==> src/rtl/mma_oa_pkg.sv <==
// Shared FSM encoding and sizing helpers for the MMA output-activation drain sequencer.
package mma_oa_pkg;

    typedef enum logic [2:0] {
        ST_IDLE,
        ST_WAIT_REQ,
        ST_STREAM,
        ST_DRAIN,
        ST_DONE
    } state_t;

    localparam int MAX_OUTS_DEF = 4;

    // Row counter must hold 0..VLEN inclusive.
    function automatic int row_cnt_w(input int vlen);
        return $clog2(vlen) + 1;
    endfunction

    // Outstanding counter must hold 0..MAX_OUTS inclusive.
    function automatic int outs_cnt_w(input int max_outs);
        return $clog2(max_outs + 1);
    endfunction

endpackage

==> src/rtl/mma_oa_addr_gen.sv <==
// Row/word position tracking and write address generation; address is combinational from registers.
// Advances only on pop, so a stalled command keeps a stable address.
module mma_oa_addr_gen #(
    parameter int ADDR_W = 32,
    parameter int ROW_W  = 5
) (
    input  logic              clk,
    input  logic              rst_n,
    input  logic              load,
    input  logic [ADDR_W-1:0] base_addr,
    input  logic [ADDR_W-1:0] row_stride,
    input  logic              pop,
    input  logic              row_switch,
    output logic [ADDR_W-1:0] addr,
    output logic [ROW_W-1:0]  row
);

    logic [ADDR_W-1:0] row_base;
    logic [ADDR_W-1:0] word_off;
    logic [ADDR_W-1:0] stride;

    // row_base accumulates base + row*stride incrementally, avoiding a multiplier.
    always_ff @(posedge clk or negedge rst_n) begin
        if (!rst_n) begin
            row_base <= '0;
            word_off <= '0;
            stride   <= '0;
            row      <= '0;
        end else if (load) begin
            row_base <= base_addr;
            word_off <= '0;
            stride   <= row_stride;
            row      <= '0;
        end else if (pop) begin
            if (row_switch) begin
                row_base <= row_base + stride;
                word_off <= '0;
                row      <= row + ROW_W'(1);
            end else begin
                word_off <= word_off + ADDR_W'(4);
            end
        end
    end

    assign addr = row_base + word_off;

endmodule

==> src/rtl/mma_oa_drain_ctrl.sv <==
// Drains the OA FIFO into masked row-strided memory writes; zero-latency FIFO-to-command path, pops only on
// command accept (or zero mask) while fewer than MAX_OUTS writes are outstanding. Optional MMA_OA_DRAIN_PERF_EN.
module mma_oa_drain_ctrl
    import mma_oa_pkg::*;
#(
    parameter int VLEN     = 16,
    parameter int ADDR_W   = 32,
    parameter int MAX_OUTS = MAX_OUTS_DEF
) (
    input  logic                  clk,
    input  logic                  rst_n,
    input  logic                  cfg_start,
    input  logic [ADDR_W-1:0]     cfg_base_addr,
    input  logic [ADDR_W-1:0]     cfg_row_stride,
    input  logic [$clog2(VLEN):0] cfg_num_rows,
    input  logic [(VLEN>>2)-1:0]  cfg_num_col,
    output logic                  busy,
    output logic                  done,
    output logic                  err,
`ifdef MMA_OA_DRAIN_PERF_EN
    output logic [31:0]           perf_stall_cyc,
    output logic [31:0]           perf_word_cnt,
`endif
    input  logic                  fifo_req,
    output logic [(VLEN>>2)-1:0]  fifo_num_col,
    input  logic                  fifo_valid,
    output logic                  fifo_ready,
    input  logic                  fifo_row_switch,
    input  logic [3:0]            fifo_mask,
    input  logic [31:0]           fifo_data,
    output logic                  mem_cmd_valid,
    input  logic                  mem_cmd_ready,
    output logic [ADDR_W-1:0]     mem_cmd_addr,
    output logic [31:0]           mem_cmd_wdata,
    output logic [3:0]            mem_cmd_wmask,
    input  logic                  mem_rsp_valid,
    input  logic                  mem_rsp_err
);

    localparam int ROW_W = row_cnt_w(VLEN);
    localparam int CNT_W = outs_cnt_w(MAX_OUTS);
    localparam int COL_W = VLEN >> 2;

    state_t           state;
    logic [ROW_W-1:0] num_rows_q;
    logic [ROW_W-1:0] row;
    logic [COL_W-1:0] num_col_q;
    logic [CNT_W-1:0] outs_cnt;

    logic start_acc;
    logic in_stream;
    logic issue;
    logic has_data;
    logic cmd_hs;
    logic rsp_take;
    logic last_pop;

    assign start_acc = (state == ST_IDLE) && cfg_start;
    assign in_stream = (state == ST_STREAM);
    assign issue     = in_stream && fifo_valid && (outs_cnt < CNT_W'(MAX_OUTS));
    assign has_data  = (fifo_mask != 4'h0);

    assign mem_cmd_valid = issue && has_data;
    assign fifo_ready    = issue && (mem_cmd_ready || !has_data);
    assign mem_cmd_wdata = fifo_data;
    assign mem_cmd_wmask = fifo_mask;
    assign fifo_num_col  = busy ? num_col_q : '0;

    assign cmd_hs   = mem_cmd_valid && mem_cmd_ready;
    // A response with nothing outstanding (e.g. in flight across a reset) is dropped entirely.
    assign rsp_take = mem_rsp_valid && (outs_cnt != '0);
    assign last_pop = fifo_ready && fifo_row_switch && (row == num_rows_q - ROW_W'(1));

    mma_oa_addr_gen #(
        .ADDR_W (ADDR_W),
        .ROW_W  (ROW_W)
    ) u_addr_gen (
        .clk        (clk),
        .rst_n      (rst_n),
        .load       (start_acc),
        .base_addr  (cfg_base_addr),
        .row_stride (cfg_row_stride),
        .pop        (fifo_ready),
        .row_switch (fifo_row_switch),
        .addr       (mem_cmd_addr),
        .row        (row)
    );

    always_ff @(posedge clk or negedge rst_n) begin
        if (!rst_n) begin
            state      <= ST_IDLE;
            busy       <= 1'b0;
            done       <= 1'b0;
            err        <= 1'b0;
            outs_cnt   <= '0;
            num_rows_q <= '0;
            num_col_q  <= '0;
        end else begin
            done <= 1'b0;

            case ({cmd_hs, rsp_take})
                2'b10:   outs_cnt <= outs_cnt + CNT_W'(1);
                2'b01:   outs_cnt <= outs_cnt - CNT_W'(1);
                default: ;
            endcase

            if (rsp_take && mem_rsp_err) begin
                err <= 1'b1;
            end

            case (state)
                ST_IDLE: begin
                    if (cfg_start) begin
                        num_rows_q <= cfg_num_rows;
                        num_col_q  <= cfg_num_col;
                        err        <= 1'b0;
                        busy       <= 1'b1;
                        if (cfg_num_rows == '0) begin
                            state <= ST_DONE;
                            done  <= 1'b1;
                        end else begin
                            state <= ST_WAIT_REQ;
                        end
                    end
                end
                ST_WAIT_REQ: begin
                    if (fifo_req) begin
                        state <= ST_STREAM;
                    end
                end
                ST_STREAM: begin
                    if (last_pop) begin
                        state <= ST_DRAIN;
                    end else if (!fifo_valid) begin
                        state <= ST_WAIT_REQ;
                    end
                end
                ST_DRAIN: begin
                    if (outs_cnt == '0) begin
                        state <= ST_DONE;
                        done  <= 1'b1;
                    end
                end
                ST_DONE: begin
                    state <= ST_IDLE;
                    busy  <= 1'b0;
                end
                default: begin
                    state <= ST_IDLE;
                    busy  <= 1'b0;
                end
            endcase
        end
    end

`ifdef MMA_OA_DRAIN_PERF_EN
    always_ff @(posedge clk or negedge rst_n) begin
        if (!rst_n) begin
            perf_stall_cyc <= '0;
            perf_word_cnt  <= '0;
        end else if (start_acc) begin
            perf_stall_cyc <= '0;
            perf_word_cnt  <= '0;
        end else begin
            if (in_stream && fifo_valid && !fifo_ready && (perf_stall_cyc != '1)) begin
                perf_stall_cyc <= perf_stall_cyc + 32'd1;
            end
            if (cmd_hs && (perf_word_cnt != '1)) begin
                perf_word_cnt <= perf_word_cnt + 32'd1;
            end
        end
    end
`endif

endmodule

==> config.mk <==
export PLATFORM = sky130hd
export DESIGN_NAME = mma_oa_drain_ctrl
export DESIGN_NICKNAME = d
export VERILOG_FILES = /design/src/rtl/mma_oa_pkg.sv /design/src/rtl/mma_oa_addr_gen.sv /design/src/rtl/mma_oa_drain_ctrl.sv
export SDC_FILE = /design/constraint.sdc
export NUM_CORES = 1
export LEC_CHECK = 0
export CORE_MARGIN = 10
export CORE_UTILIZATION = 48
export CTS_BUF_LIST = sky130_fd_sc_hd__clkbuf_8
export DETAILED_ROUTE_END_ITERATION = 16
export GPL_TIMING_DRIVEN = 0
export HOLD_SLACK_MARGIN = 0.06
export PLACE_DENSITY = 0.8
export SYNTH_ARGS = -nofsm -noshare
export SYNTH_HDL_FRONTEND = slang
export SYNTH_HIERARCHICAL = 1
export SYNTH_SLANG_ARGS = --single-unit
==> constraint.sdc <==
create_clock -name clk -period 3.2 [get_ports clk]
set_clock_uncertainty 0.1 [all_clocks]
set_input_delay 0.8 -clock clk [delete_from_list [all_inputs] [get_ports clk]]
set_output_delay 0.8 -clock clk [all_outputs]
set_load 0.02 [all_outputs]
# Word-level counts from Yosys, hierarchy flattened
# Index checks and enable logic that the tools add are counted.
[op_classes]
magnitude_cmp = 1
bitwise_logic = 1
addsub = 7
n_reduce_logical = 25
n_eq_ne = 10
n_mux = 27
[ops]
columns = ["op", "count"]
rows = [
  ["$mux 32", 6],
  ["$add 32x32->32", 2],
  ["$add 32x3->32 const B", 1],
  ["$mux 3", 6],
  ["$mux 5", 3],
  ["$pmux 3 s4", 1],
  ["$logic_and 1x1->1", 10],
  ["$mux 1", 7],
  ["$eq 3x2->1 const B", 2],
  ["$logic_not 3->1", 2],
  ["$ne 2x2->1 const B", 3],
  ["$pmux 3 s2", 1],
  ["$reduce_and 2->1", 3],
  ["$reduce_bool 2->1", 3],
  ["$add 5x1->5 const B", 1],
  ["$eq 5x5->1", 1],
  ["$logic_not 5->1", 1],
  ["$sub 5x1->5 const B", 1],
  ["$mux 4", 1],
  ["$pmux 1 s2", 2],
  ["$reduce_and 4->1", 1],
  ["$reduce_bool 4->1", 1],
  ["$add 3x1->3 const B", 1],
  ["$eq 3x1->1 const B", 1],
  ["other kinds (10)", 10],
]
[totals]
wordCells = 82
inputBits = 118
ff_bits = 119
output_inout_bits = 77

# Logic depth before layout (Yosys ltp)
[logic_depth]
depth_word = 8
mapped_depth = 13
mapped_depth_nobuf = 12

# Modules after synthesis
# The synthesis kept the hierarchy.
[modules_own_cells]
columns = ["mod", "n_inst", "seq_area_each_um2", "area_per_inst_um2", "cells_per_inst"]
rows = [
  ["mma_oa_addr_gen", 1, 2477.4, 7199.4, 779],
  ["mma_oa_drain_ctrl", 1, 450.4, 1260.0, 132],
]

# Worst setup path before layout
# No wires, ideal clock.
[synth_timing]
path_kind = "flip-flop to output port"
from = "register u_addr_gen.row_base[3]"
to = "output port mem_cmd_addr[29]"
required_time_ns = 2.300
arrival_time_ns = 2.568
path_stages_with_launch = 11
n_path_buf = 0
path_slack_ns = -0.268
cell_sequence = "dfrtp_1 -> ha_1 -> a21oi_2 -> and4b_4 -> o21ai_4 -> a21oi_4 -> a41oi_4 -> o31ai_4 -> a2111oi_4 -> nor3_2 -> xor2_1"
[synth_between]
elab_chain_len = 1
[synth_lines]
columns = ["element", "line", "rtl"]
rows = [
  ["start, declared", "mma_oa_addr_gen.sv:18", "logic [ADDR_W-1:0] row_base;"],
  ["start signal, assigned", "mma_oa_addr_gen.sv:30", "row_base <= base_addr;"],
  ["start signal, assigned", "mma_oa_addr_gen.sv:36", "row_base <= row_base + stride;"],
  ["$add 32x32->32", "mma_oa_addr_gen.sv:45", "assign addr = row_base + word_off;"],
  ["end, declared", "mma_oa_drain_ctrl.sv:33", "output logic [ADDR_W-1:0] mem_cmd_addr,"],
]
# No other way between the ends.

# Worst setup path after layout
[layout_timing]
from = "register u_addr_gen.word_off[3]"
to = "output port mem_cmd_addr[22]"
[layout_between]
elab_chain_len = 1
[layout_lines]
columns = ["element", "line", "rtl"]
rows = [
  ["start, declared", "mma_oa_addr_gen.sv:19", "logic [ADDR_W-1:0] word_off;"],
  ["start signal, assigned", "mma_oa_addr_gen.sv:40", "word_off <= word_off + ADDR_W'(4);"],
  ["$add 32x32->32", "mma_oa_addr_gen.sv:45", ""],
]
# No other way between the ends.

==> metrics.cfg <==
[run_status]
status = finished with violations
violations = setup timing

[drt]
final_antenna_net_count = 0
vias_per_cell = 5.56
route.detailed.wl_per_inst_um = 18.0
route.final.wire_length_mm = 24.6
remaining_drc_errors = 0
first_iter_violations = 458
drt_pre_antenna_iters = 5
routed-via-count = 7621

[sta]
report.final.setup_viol = 24
final_worst_path_period_need_ns = 4.01
rsz0062_at_grt = yes
final_hold_viol_count = 0
slew_viol_final = 0
whs_ns = 0.159
worst_pin_slew_ns = 0.776
fin_setup_tns_ns = -10.19
max-slew-margin-rel = 0.482
min_period_over_period = 1.25
worst_slack_ns = -0.808
maxClockFrequency_mhz = 250

[job]
drv_cap = 0

[logic_synthesis]
netlist-cell-type-count = 82
yosys_warnings = 6
synth.yosys.seq_area_share = 0.346
synth-edff-count = 0
postSynth.topFlopCell = sky130_fd_sc_hd__dfrtp_1
synth_async_reset_ratio = 1.00
register_bit_total_from_synthesis = 117
synthesis.instances = 911
netlist_area_um2 = 8460
synthesis.nets = 1095
postSynthAreaPerCell_um2 = 9.29

[die]
die_area_um2 = 23300
coreArea_um2 = 17300
num_rows = 48
start_util = 0.489
io-pin-count = 195
die_width_um = 153
die_h_um = 153

[clock_network]
clock_tree.buffer_depth = 2
clk-insertion-delay-late_ns = 0.45
cts_root_buffer = sky130_fd_sc_hd__clkbuf_8
cts-htree-levels = 4
cts_tree = yes
post_cts_hold_buffer_count = 0
clkSinkCount = 117
clk_pin_slew_ns = 0.07
cts_made_buffers = 17

[finish]
layout-area-overhead-vs-synth_pct = 36.6
postLayoutCellArea_um2 = 11600
fillers = 1374
finish.net_count = 1316
final_layout_size_suffix_gt1_frac = 0.255

[setup_path]
ff2ff_setup_slack_ns = 0.19
setup.worst_path.end_class = primary output
worst_r2r_endpoint = u_addr_gen/row_base[30]$_DFFE_PN0P_
critPathKind = flop to primary output
worstReg2RegStart = u_addr_gen/row_base[0]$_DFFE_PN0P_
critPathLaunch = u_addr_gen/word_off[3]$_DFFE_PN0P_
worstSetupStartpointType = flop
crit_fanout = 3
worst_r2r_path_depth = 11
cp.arrival_ns = 3.11
cp_data_required_time_ns = 2.30

[global_route]
grt_overflow = 0
grt_first_pass_wirelength_mm = 39.8
first_global_vias = 7939
antenna_found_initial = 1
largest_net_degree_at_the_start_of_global_routing = 75
grt_util_all_layers = 0.206

[power_and_ir_drop]
power.leakage_nw = 5.11
power.density_cell_area_nw_per_um2 = 919
worst_ir_drop_vdd_mv = 0.587

[place]
gp_congestion = 0.964
hpwlAfterDp_mm = 18.5
portBuffers = 162
dpl-instance-area_um2 = 10500

[worst_hold_path]
min_path_type = input pin to asynchronous set/reset pin

==> through the flow <==
| stage | utilization | cells | setup WS (ns) | power, mW |
|---|---|---|---|---|
| 3_5_place_dp | 0.607 | 1299 | -1.06 | 8.79 |
| 4_1_cts | 0.659 | 1358 | -0.806 | 10.5 |
| 3_3_place_gp | 0.605 | 1298 | -3.39 | 8.59 |
| 6_report | 0.668 | 1370 | -0.808 | 10.6 |
| 2_1_floorplan | - | 911 | -0.166 | 7.01 |
| 5_1_grt | 0.668 | 1370 | -0.894 | 11.4 |
==> cells by family (layout without fill, tap and decap cells) <==
| kind of cell | Yosys count | in the layout | synth area share |
|---|---|---|---|
| and+or+nand+nor | 300 | 300 | 0.168 |
| muxes | 53 | 53 | 0.0692 |
| adders and majority gates | 66 | 66 | 0.0994 |
| buffers and inverters | 83 | 316 | 0.0577 |
| xor gates and xnor gates | 84 | 84 | 0.0870 |
| AOI/OAI and AO/OA | 208 | 208 | 0.173 |
| DFF | 117 | 117 | 0.346 |
| other | 0 | 1 | 0 |
==> layer usage <==
metal	wire, um	track usage	up-vias
met3	1380	0.0514	46
met1	10600	0.246	3673
met4	628	0.0795	0
met5	0	0	-
met2	12000	0.349	257
li1	-	-	3645
==> worst max-delay path by stage <==
stage / endpoint / slack [ns] / cells past startpoint
final: mem_cmd_addr[22] / -0.81 / 11
after CTS: mem_cmd_addr[21] / -0.81 / 15
after detailed placement: mem_cmd_addr[22] / -1.06 / 11
after global placement: u_addr_gen/stride[17]$_DFFE_PN0P_ / -3.39 / 1
after floorplan: mem_cmd_addr[29] / -0.17 / 10
after global routing: mem_cmd_addr[22] / -0.89 / 11
==> what timing repair did <==
item / 4_1_cts / 5_1_grt
resized for setup: 204 / 25
setup endpoints to repair: 80 / 69
buffers inserted: 28 / 16
pin swaps: 27 / 33
==> cell type report <==
type	instances	area (um^2)	area share
inverters	17	63.8	0.00552
repair buffers	203	1940	0.167
plain buffers	65	437	0.0378
flip-flops and latches	117	2940	0.254
clock buffers	18	248	0.0214
diodes	1	2.50	0.000217
clock inverters	13	183	0.0158
multi-input cells	711	5470	0.473
well taps	225	282	0.0244
==> synth_stat cells (4+ instances only) <==
cell | number | area share
sky130_fd_sc_hd__buf_4 | 39 | 0.035
sky130_fd_sc_hd__xor2_1 | 46 | 0.048
sky130_fd_sc_hd__clkbuf_1 | 15 | 0.0067
sky130_fd_sc_hd__mux2i_1 | 9 | 0.011
sky130_fd_sc_hd__buf_2 | 4 | 0.0024
sky130_fd_sc_hd__or3_1 | 7 | 0.0052
sky130_fd_sc_hd__nand4_1 | 11 | 0.0081
sky130_fd_sc_hd__ha_1 | 64 | 0.095
sky130_fd_sc_hd__mux2_2 | 40 | 0.053
sky130_fd_sc_hd__dfrtp_1 | 117 | 0.35
sky130_fd_sc_hd__nor2_1 | 101 | 0.045
sky130_fd_sc_hd__a31oi_1 | 5 | 0.0037
sky130_fd_sc_hd__o21ai_0 | 47 | 0.028
sky130_fd_sc_hd__nor3_1 | 15 | 0.0089
sky130_fd_sc_hd__o211ai_1 | 4 | 0.0035
sky130_fd_sc_hd__inv_1 | 17 | 0.0075
sky130_fd_sc_hd__mux2_1 | 4 | 0.0053
sky130_fd_sc_hd__nor2b_1 | 6 | 0.0044
sky130_fd_sc_hd__nand2b_1 | 6 | 0.0044
sky130_fd_sc_hd__xnor2_1 | 38 | 0.039
sky130_fd_sc_hd__and2_1 | 10 | 0.0074
sky130_fd_sc_hd__buf_1 | 5 | 0.0022
sky130_fd_sc_hd__o21ai_1 | 13 | 0.0077
sky130_fd_sc_hd__a21o_1 | 19 | 0.017
sky130_fd_sc_hd__and3_1 | 11 | 0.0081
sky130_fd_sc_hd__nand2_1 | 90 | 0.040
sky130_fd_sc_hd__a21oi_1 | 64 | 0.038
sky130_fd_sc_hd__o21a_1 | 8 | 0.0071
sky130_fd_sc_hd__nand3_1 | 18 | 0.011
==> flip-flops by register name, indices dropped and copies added (netlist names) <==
signal               count
u_addr_gen/row           5
num_rows_q               5
u_addr_gen/stride       32
busy                     1
u_addr_gen/row_base     32
u_addr_gen/word_off     30
num_col_q                4
done                     1
outs_cnt                 3
state                    3
err                      1
==> critical path, stage by stage, from the launching register on <==
cell and delay, ns:
sky130_fd_sc_hd__dfrtp_1 0.42, sky130_fd_sc_hd__ha_4 0.27, sky130_fd_sc_hd__a21oi_4 0.14, sky130_fd_sc_hd__and4b_4 0.24, sky130_fd_sc_hd__o21ai_4 0.25, sky130_fd_sc_hd__and3_4 0.26
sky130_fd_sc_hd__o21bai_4 0.07, sky130_fd_sc_hd__a311o_1 0.30, sky130_fd_sc_hd__a22o_1 0.23, sky130_fd_sc_hd__nor2_2 0.18, sky130_fd_sc_hd__xnor2_2 0.14, sky130_fd_sc_hd__buf_4 0.17
==> placed cells by master, fill, tap and decap left out, types with 10 or more instances in the layout <==
cell type,count
sky130_fd_sc_hd__clkdlybuf4s50_1,131
sky130_fd_sc_hd__dfrtp_1,110
sky130_fd_sc_hd__nor2_1,93
sky130_fd_sc_hd__buf_4,89
sky130_fd_sc_hd__nand2_1,85
sky130_fd_sc_hd__a21oi_1,56
sky130_fd_sc_hd__ha_1,53
sky130_fd_sc_hd__o21ai_0,44
sky130_fd_sc_hd__xor2_1,42
sky130_fd_sc_hd__mux2_2,40
sky130_fd_sc_hd__xnor2_1,32
sky130_fd_sc_hd__buf_6,19
sky130_fd_sc_hd__clkbuf_8,19
sky130_fd_sc_hd__a21o_1,19
sky130_fd_sc_hd__inv_1,18
sky130_fd_sc_hd__nand3_1,17
sky130_fd_sc_hd__nor3_1,15
sky130_fd_sc_hd__clkbuf_1,15
sky130_fd_sc_hd__o21ai_1,13
sky130_fd_sc_hd__nand4_1,11
sky130_fd_sc_hd__and2_1,10
==> power breakdown <==
| group | internal, mW | switching (mW) | total (mW) | leakage (nW) |
|---|---|---|---|---|
| Clock | 0.862 | 0.643 | 1.51 | 0.212 |
| Combinational | 3.05 | 3.54 | 6.59 | 3.44 |
| Sequential | 2.01 | 0.511 | 2.52 | 1.46 |
(Power assumes the default switching activity.)
